`src/rtl/fifo_pkg.sv`:
```
// fifo_pkg: shared constants and types for the 16x9 FIFO.
// Pointers carry one extra wrap bit above the address bits.
package fifo_pkg;

  localparam int FIFO_ADDR_W   = 4;
  localparam int FIFO_DATA_W   = 9;
  localparam int FIFO_DEPTH    = 1 << FIFO_ADDR_W;
  localparam int FIFO_AF_LEVEL = 14;
  localparam int FIFO_AE_LEVEL = 2;

  typedef logic [FIFO_ADDR_W:0] fifo_ptr_t;

endpackage

```
`src/rtl/fifo_ptr.sv`:
```
// fifo_ptr: wrap-bit pointer with increment enable.
// Low bits roll over naturally and the MSB toggles on wrap.
module fifo_ptr
  import fifo_pkg::*;
#(
  parameter int W = FIFO_ADDR_W + 1
) (
  input  logic         clk,
  input  logic         rst,
  input  logic         inc,
  output logic [W-1:0] ptr
);

  // advance on each accepted access
  always_ff @(posedge clk or posedge rst) begin
    if (rst) begin
      ptr <= '0;
    end else if (inc) begin
      ptr <= ptr + 1'b1;
    end
  end

endmodule

```
`src/rtl/fifo_ctrl.sv`:
```
// fifo_ctrl: pointer/flag controller for the 16x9 FIFO memory.
// Optional FIFO_ERR_FLAGS_EN adds sticky overflow/underflow flags.
module fifo_ctrl
  import fifo_pkg::*;
#(
  parameter int ADDR_W   = FIFO_ADDR_W,
  parameter int AF_LEVEL = FIFO_AF_LEVEL,
  parameter int AE_LEVEL = FIFO_AE_LEVEL
) (
  input  logic              clk,
  input  logic              rst,
  input  logic              push,
  input  logic              pop,
`ifdef FIFO_ERR_FLAGS_EN
  input  logic              err_clr,
  output logic              overflow,
  output logic              underflow,
`endif
  output logic              we,
  output logic [ADDR_W-1:0] write_addr,
  output logic              re,
  output logic [ADDR_W-1:0] read_addr,
  output logic              push_ack,
  output logic              pop_ack,
  output logic              full,
  output logic              empty,
  output logic              almost_full,
  output logic              almost_empty,
  output logic [ADDR_W:0]   count
);

  localparam logic [ADDR_W:0] AF_CNT = AF_LEVEL[ADDR_W:0];
  localparam logic [ADDR_W:0] AE_CNT = AE_LEVEL[ADDR_W:0];

  logic [ADDR_W:0] wr_ptr;
  logic [ADDR_W:0] rd_ptr;
  logic            wrap_diff;
  logic            low_eq;
  logic            inc_only;
  logic            dec_only;

  fifo_ptr #(.W(ADDR_W + 1)) u_wr_ptr (
    .clk (clk),
    .rst (rst),
    .inc (we),
    .ptr (wr_ptr)
  );

  fifo_ptr #(.W(ADDR_W + 1)) u_rd_ptr (
    .clk (clk),
    .rst (rst),
    .inc (re),
    .ptr (rd_ptr)
  );

  assign wrap_diff = wr_ptr[ADDR_W] != rd_ptr[ADDR_W];
  assign low_eq    = wr_ptr[ADDR_W-1:0] == rd_ptr[ADDR_W-1:0];

  assign full  = wrap_diff && low_eq;
  assign empty = wr_ptr == rd_ptr;

  // reset blocks acks even though the pointers read empty
  assign re = pop && !empty && !rst;
  assign we = push && (!full || re) && !rst;

  assign pop_ack    = re;
  assign push_ack   = we;
  assign write_addr = wr_ptr[ADDR_W-1:0];
  assign read_addr  = rd_ptr[ADDR_W-1:0];

  assign almost_full  = count >= AF_CNT;
  assign almost_empty = count <= AE_CNT;

  assign inc_only = we && !re;
  assign dec_only = re && !we;

  // occupancy tracks single-sided accesses only
  always_ff @(posedge clk or posedge rst) begin
    if (rst) begin
      count <= '0;
    end else begin
      unique case (1'b1)
        inc_only: count <= count + 1'b1;
        dec_only: count <= count - 1'b1;
        default:  count <= count;
      endcase
    end
  end

`ifdef FIFO_ERR_FLAGS_EN
  logic push_drop;
  logic pop_drop;

  assign push_drop = push && !we;
  assign pop_drop  = pop && !re;

  // sticky error flags; a new event beats a clear
  always_ff @(posedge clk or posedge rst) begin
    if (rst) begin
      overflow  <= 1'b0;
      underflow <= 1'b0;
    end else begin
      if (push_drop) begin
        overflow <= 1'b1;
      end else if (err_clr) begin
        overflow <= 1'b0;
      end
      if (pop_drop) begin
        underflow <= 1'b1;
      end else if (err_clr) begin
        underflow <= 1'b0;
      end
    end
  end
`endif

endmodule

```
`config.mk`:
```
export PLATFORM = sky130hd
export DESIGN_NAME = fifo_ctrl
export DESIGN_NICKNAME = d
export VERILOG_FILES = /design/src/rtl/fifo_pkg.sv /design/src/rtl/fifo_ptr.sv /design/src/rtl/fifo_ctrl.sv
export SDC_FILE = /design/constraint.sdc
export NUM_CORES = 1
export LEC_CHECK = 0
export ABC_AREA = 0
export BUFFER_PORTS_ARGS = -buffer_cell sky130_fd_sc_hd__buf_2
export CAP_MARGIN = 10
export CELL_PAD_IN_SITES_DETAIL_PLACEMENT = 1
export CELL_PAD_IN_SITES_GLOBAL_PLACEMENT = 1
export CORE_MARGIN = 2
export CORE_UTILIZATION = 30
export DETAILED_ROUTE_END_ITERATION = 10
export GPL_TIMING_DRIVEN = 0
export PLACE_DENSITY = 0.65
export SLEW_MARGIN = 20
export SYNTH_ARGS = -nofsm -noshare
export SYNTH_HDL_FRONTEND = slang
export SYNTH_SLANG_ARGS = --single-unit
```
`constraint.sdc`:
```
create_clock -name clk -period 3.6 [get_ports clk]
set_input_delay 0.72 -clock clk [delete_from_list [all_inputs] [get_ports clk]]
set_output_delay 0.72 -clock clk [all_outputs]
set_load 0.05 [all_outputs]
```
Word-level counts from Yosys, hierarchy flattened
Cells that the tools add are included.
{"block": "totals", "in_bits": 4, "reg_bits": 15}
{"block": "classes", "add_sub_neg": 4, "mux": 1, "n_eq_ne": 3, "n_lt_le_gt_ge": 2, "n_reduce_logical": 14}
{"op": "$add 5x1->5 const B", "n": 3}
{"op": "$pmux 5 s2", "n": 1}
{"op": "$logic_and 1x1->1", "n": 7}
{"op": "$eq 5x5->1", "n": 1}
{"op": "$ge 5x4->1 const B", "n": 1}
{"op": "$le 5x2->1 const B", "n": 1}
{"op": "$logic_not 1->1", "n": 5}
{"op": "$sub 5x1->5 const B", "n": 1}
{"op": "$eq 4x4->1", "n": 1}
{"op": "$reduce_bool 2->1", "n": 1}
{"op": "$logic_or 1x1->1", "n": 1}
{"op": "$ne 1x1->1", "n": 1}

Longest topological paths before layout
{"block": "depth", "depth_word": 10, "mapped_depth": 13, "depth_no_buf": 12}

Cells and area by module
Synthesis repeated with hierarchy kept, for this count alone.
{"block": "hier_totals", "cells_unflattened": 83, "area_unflattened_um2": 913.4}
{"module": "fifo_ctrl", "area_per_inst_um2": 505.5, "instances": 1, "cells_each": 53, "seq_area_each_um2": 125.1}
{"module": "fifo_ptr", "area_per_inst_um2": 203.9, "instances": 2, "cells_each": 15, "seq_area_each_um2": 125.1}

Worst setup path before layout
Ideal clock, no wire load.
{"block": "synth_path", "path_type": "register -> output", "start": "reg count[1]", "end": "out almost_empty", "setup_slack_ps": -262, "t_required_ps": 2880, "arrival_ps": 3142, "stages_incl_launch_ff": 2, "path_cell_list": "dfrtp_1 -> a2111oi_0"}
{"block": "synth_via", "elab_chain_cells": 1}
{"item": "from (decl)", "line": "fifo_ctrl.sv:29", "source": "output logic [ADDR_W:0] count"}
{"item": "from (signal assigned)", "line": "fifo_ctrl.sv:83", "source": "inc_only: count <= count + 1'b1;"}
{"item": "from (signal assigned)", "line": "fifo_ctrl.sv:84", "source": "dec_only: count <= count - 1'b1;"}
{"item": "from (signal assigned)", "line": "fifo_ctrl.sv:85", "source": "default: count <= count;"}
{"item": "$le 5x2->1", "line": "fifo_ctrl.sv:72", "source": "assign almost_empty = count <= AE_CNT;"}
{"item": "to (decl)", "line": "fifo_ctrl.sv:28", "source": "output logic almost_empty,"}
Every way passes these cells.

Worst setup path in the final report
{"block": "layout_path", "start": "in rst", "end": "reg count[4]"}
{"block": "layout_via", "elab_chain_cells": 8, "elab_cells_between_ends": 11}
{"item": "from (decl)", "line": "fifo_ctrl.sv:11", "source": "input logic rst,"}
{"item": "$logic_not 1->1 (no line) (*)"}
{"item": "$logic_and 1x1->1", "line": "fifo_ctrl.sv:63", "source": "assign re = pop && !empty && !rst;"}
{"item": "$logic_or 1x1->1", "line": "fifo_ctrl.sv:64", "source": "assign we = push && (!full || re) && !rst;"}
{"item": "$logic_and 1x1->1 (2 in series)", "line": "fifo_ctrl.sv:64"}
{"item": "$logic_not 1->1", "line": "fifo_ctrl.sv:75", "source": "assign dec_only = re && !we;"}
{"item": "$logic_and 1x1->1", "line": "fifo_ctrl.sv:75"}
{"item": "$pmux 5 s2 / $reduce_bool 2->1 (equally long branches)"}
Every way passes the cells marked *; elsewhere a longest branch is shown, timed or not.
A chain may end at the register's enable or synchronous reset.

==> impl_results.md <==
* Worst Path Required at 3.78 ns
* Via Count at approximately 700
* Critical Path End Type: flop
* CTS root buf: clkbuf_4
* Kind of cell adding the most delay to the critical path: simple AND/OR/NAND/NOR gates
* Cell area after layout at 1120 sq um
* Most frequent cells in the layout: buf_2, dfrtp_1, xnor2_1
* CTS Sinks at 15
* TritonCTS clock tree: built
* FF+latch count, synth at 15
* Nets at about 130
* Crit Reg-Reg Endpoint: count[4]$_DFFE_PP0P_
* R2R cell count at 13
* H-tree depth at 1
* Fin Clk Skew at roughly 0.0049 ns
* Post_cts resized at 0
* Wire length of the first global-routing pass at about 3200 um
* Top Ports at 25
* Cells after Synth at 86
* CP peak stage delay at 0.47 ns
* Status: complete, no violations
* RSZ-0062 raised after global routing: no
* Crit path kind: primary input to flop
* Arrival time worst endpoint at 3.39 ns
* Fmax at ~310 MHz
* DP Area at 1100 sq um
* Drt first pass iters at 2
* Final Hold Vio Count at 0
* Via-to-Cell Ratio at ~4.8
* Final period util at slightly below 90%
* Stages on the worst setup path at 12
* Ys Warns at 0
* Critical path buffers and inverters at 3
* Routed met2 length at about 890 um
* Hpwl dp at between 1000 and 1500 um
* CORE AREA at about 3000 sq um
* Initial antenna violation count at 0
* Worst R2R Setup Slack at about 0.59 ns
* Routed length per instance at 12.2 um
* Setup TNS at 0 ns
* DRT iter0 DRCs at 4
* Max layer used: met4
* # setup viols final at 0
* Vias in the first global route at ~710
* Syn_nets at 97
* Rel. slew slack at a little under three fifths
* Total CTS buffers at 3
* Least-Margin Pin Slew at 0.646 ns
* Largest net degree at the start of global routing at 18
* Row count at 20
* # diodes at 0
* Synth area leaders: dfrtp_1, xnor2_1, buf_4
* Clk slew on worst S/H paths at approximately 0.1 ns
* Worst Setup EP: count[4]$_DFFE_PP0P_
* Met1 wire length at just over 800 um
* Hold_buf cts at 0
* CP Launch Type: primary input
* Die area at 3580 sq um
* Share of layout cells above drive strength 1 at roughly two fifths
* Drt drc at 0
* Dominant cell type by area after synthesis: dfrtp_1
* Most frequent CP cell: inv_1
* RR Startpoint: u_rd_ptr.ptr[2]$_DFFE_PP0P_
* Final min period at about 3.2 ns
* Gr usage total at 12.1%
* Yosys top cell area share at about 40%
* Clk buf depth at 2
* Global route overflow at 0
* Initial Util at 31.1%
* Number of library cell types mapped by synthesis at 27
* Mapped Area at around 930 sq um
* Worst-Skew Late Latency at a little under 0.3 ns
* Die Y at around 60 um
* Post-CTS repair timing setup buffer count at 0
* Slowest CP cell: inv_1
* Wirelength, routed at 1790 um
* Antenna Nets Post-Route at 0
* Area grow syn2layout at 20.3%
* Met3 routed WL at around 77 um
* GP Congestion at ~0.7
* Slew Viols, Final at 0
* Syn Area/Cell at around 11 sq um
* CP max FO at 17
* Final Core Density at 37.5%
* Sequential fraction of the synthesis area at between 40% and 50%
* Setup crit start: rst
* Hold Path Class: primary input to asynchronous set/reset pin
* Worst path cell trace: buf_2 -> inv_1 -> nand2_1 -> a21oi_4 -> ha_1 -> inv_1 -> fa_1 -> nor2b_1 -> o21ai_0 -> nand3_1 -> or3b_1 -> xnor2_1
* Max-cap viol count at 0
* Die Wd at 59.8 um
* Commonest non-fill, non-tap cell in the layout: buf_2
* Port buffer count at 24
-- routing by layer --
layer,vias to the layer above,track usage (%)
met5,-,0
met4,0,1.90
li1,337,-
met2,19,20.3
met1,344,14.9
met3,2,4.55
-- cells in the mapped netlist, drive strengths merged --
master and number:
nand3 1, buf 11, fa 1, mux2 2, a2111oi 1, and4 1
mux2i 1, inv 6, dfrtp 15, or3b 1, ha 6, o21ai 3
o311a 1, xnor2 13, nand4 5, and2 1, xor2 4, a21oi 3
clkbuf 1, nor2b 1, nand2 5, a21o 1, nor2 1, a31o 1
-- flip-flops by register name, summed over array words and instances, names as in the netlist --
name,flops
count,5
u_rd_ptr.ptr,5
u_wr_ptr.ptr,5
-- kinds of logic after synthesis --
logic type                 Yosys count  synth area share, %
buffers and inverters               18                 12.0
xor gates and xnor gates            17                 15.9
and+or+nand+nor                     16                 9.64
DFF                                 15                 40.2
AOI/OAI and AO/OA                   10                 8.17
adders and majority gates            7                 10.2
muxes                                3                 3.88
-- how the worst min path moves through the flow --
stage	cells past startpoint	to
floorplan	1	u_wr_ptr.ptr[4]$_DFFE_PP0P_
finish	2	u_rd_ptr.ptr[1]$_DFFE_PP0P_
CTS	1	u_rd_ptr.ptr[4]$_DFFE_PP0P_
global placement	1	u_rd_ptr.ptr[4]$_DFFE_PP0P_
detailed placement	1	u_rd_ptr.ptr[4]$_DFFE_PP0P_
global route	1	u_rd_ptr.ptr[4]$_DFFE_PP0P_
-- layout make-up --
cell class / instances / area, sq um
fill: 362 / 1880
multi-input combinational: 53 / 448
sequential: 15 / 375
timing repair buffer: 24 / 120
buffer: 12 / 90.1
tap: 33 / 41.3
clock buffer: 3 / 22.5
inverter: 6 / 22.5
clock inverter: 1 / 5.00
-- per-stage QoR --
stage	worst slack (ns)	std cells	hold slack (ns)
floorplan	0.262	86	0.466
global placement	0.0219	143	0.491
detailed placement	0.00114	143	0.501
CTS	0.288	147	0.516
global route	0.0733	147	0.532
finish	0.390	147	0.498
Power is not shown: default switching activity piles up to over one toggle a cycle in this logic, so the estimate is an artifact.
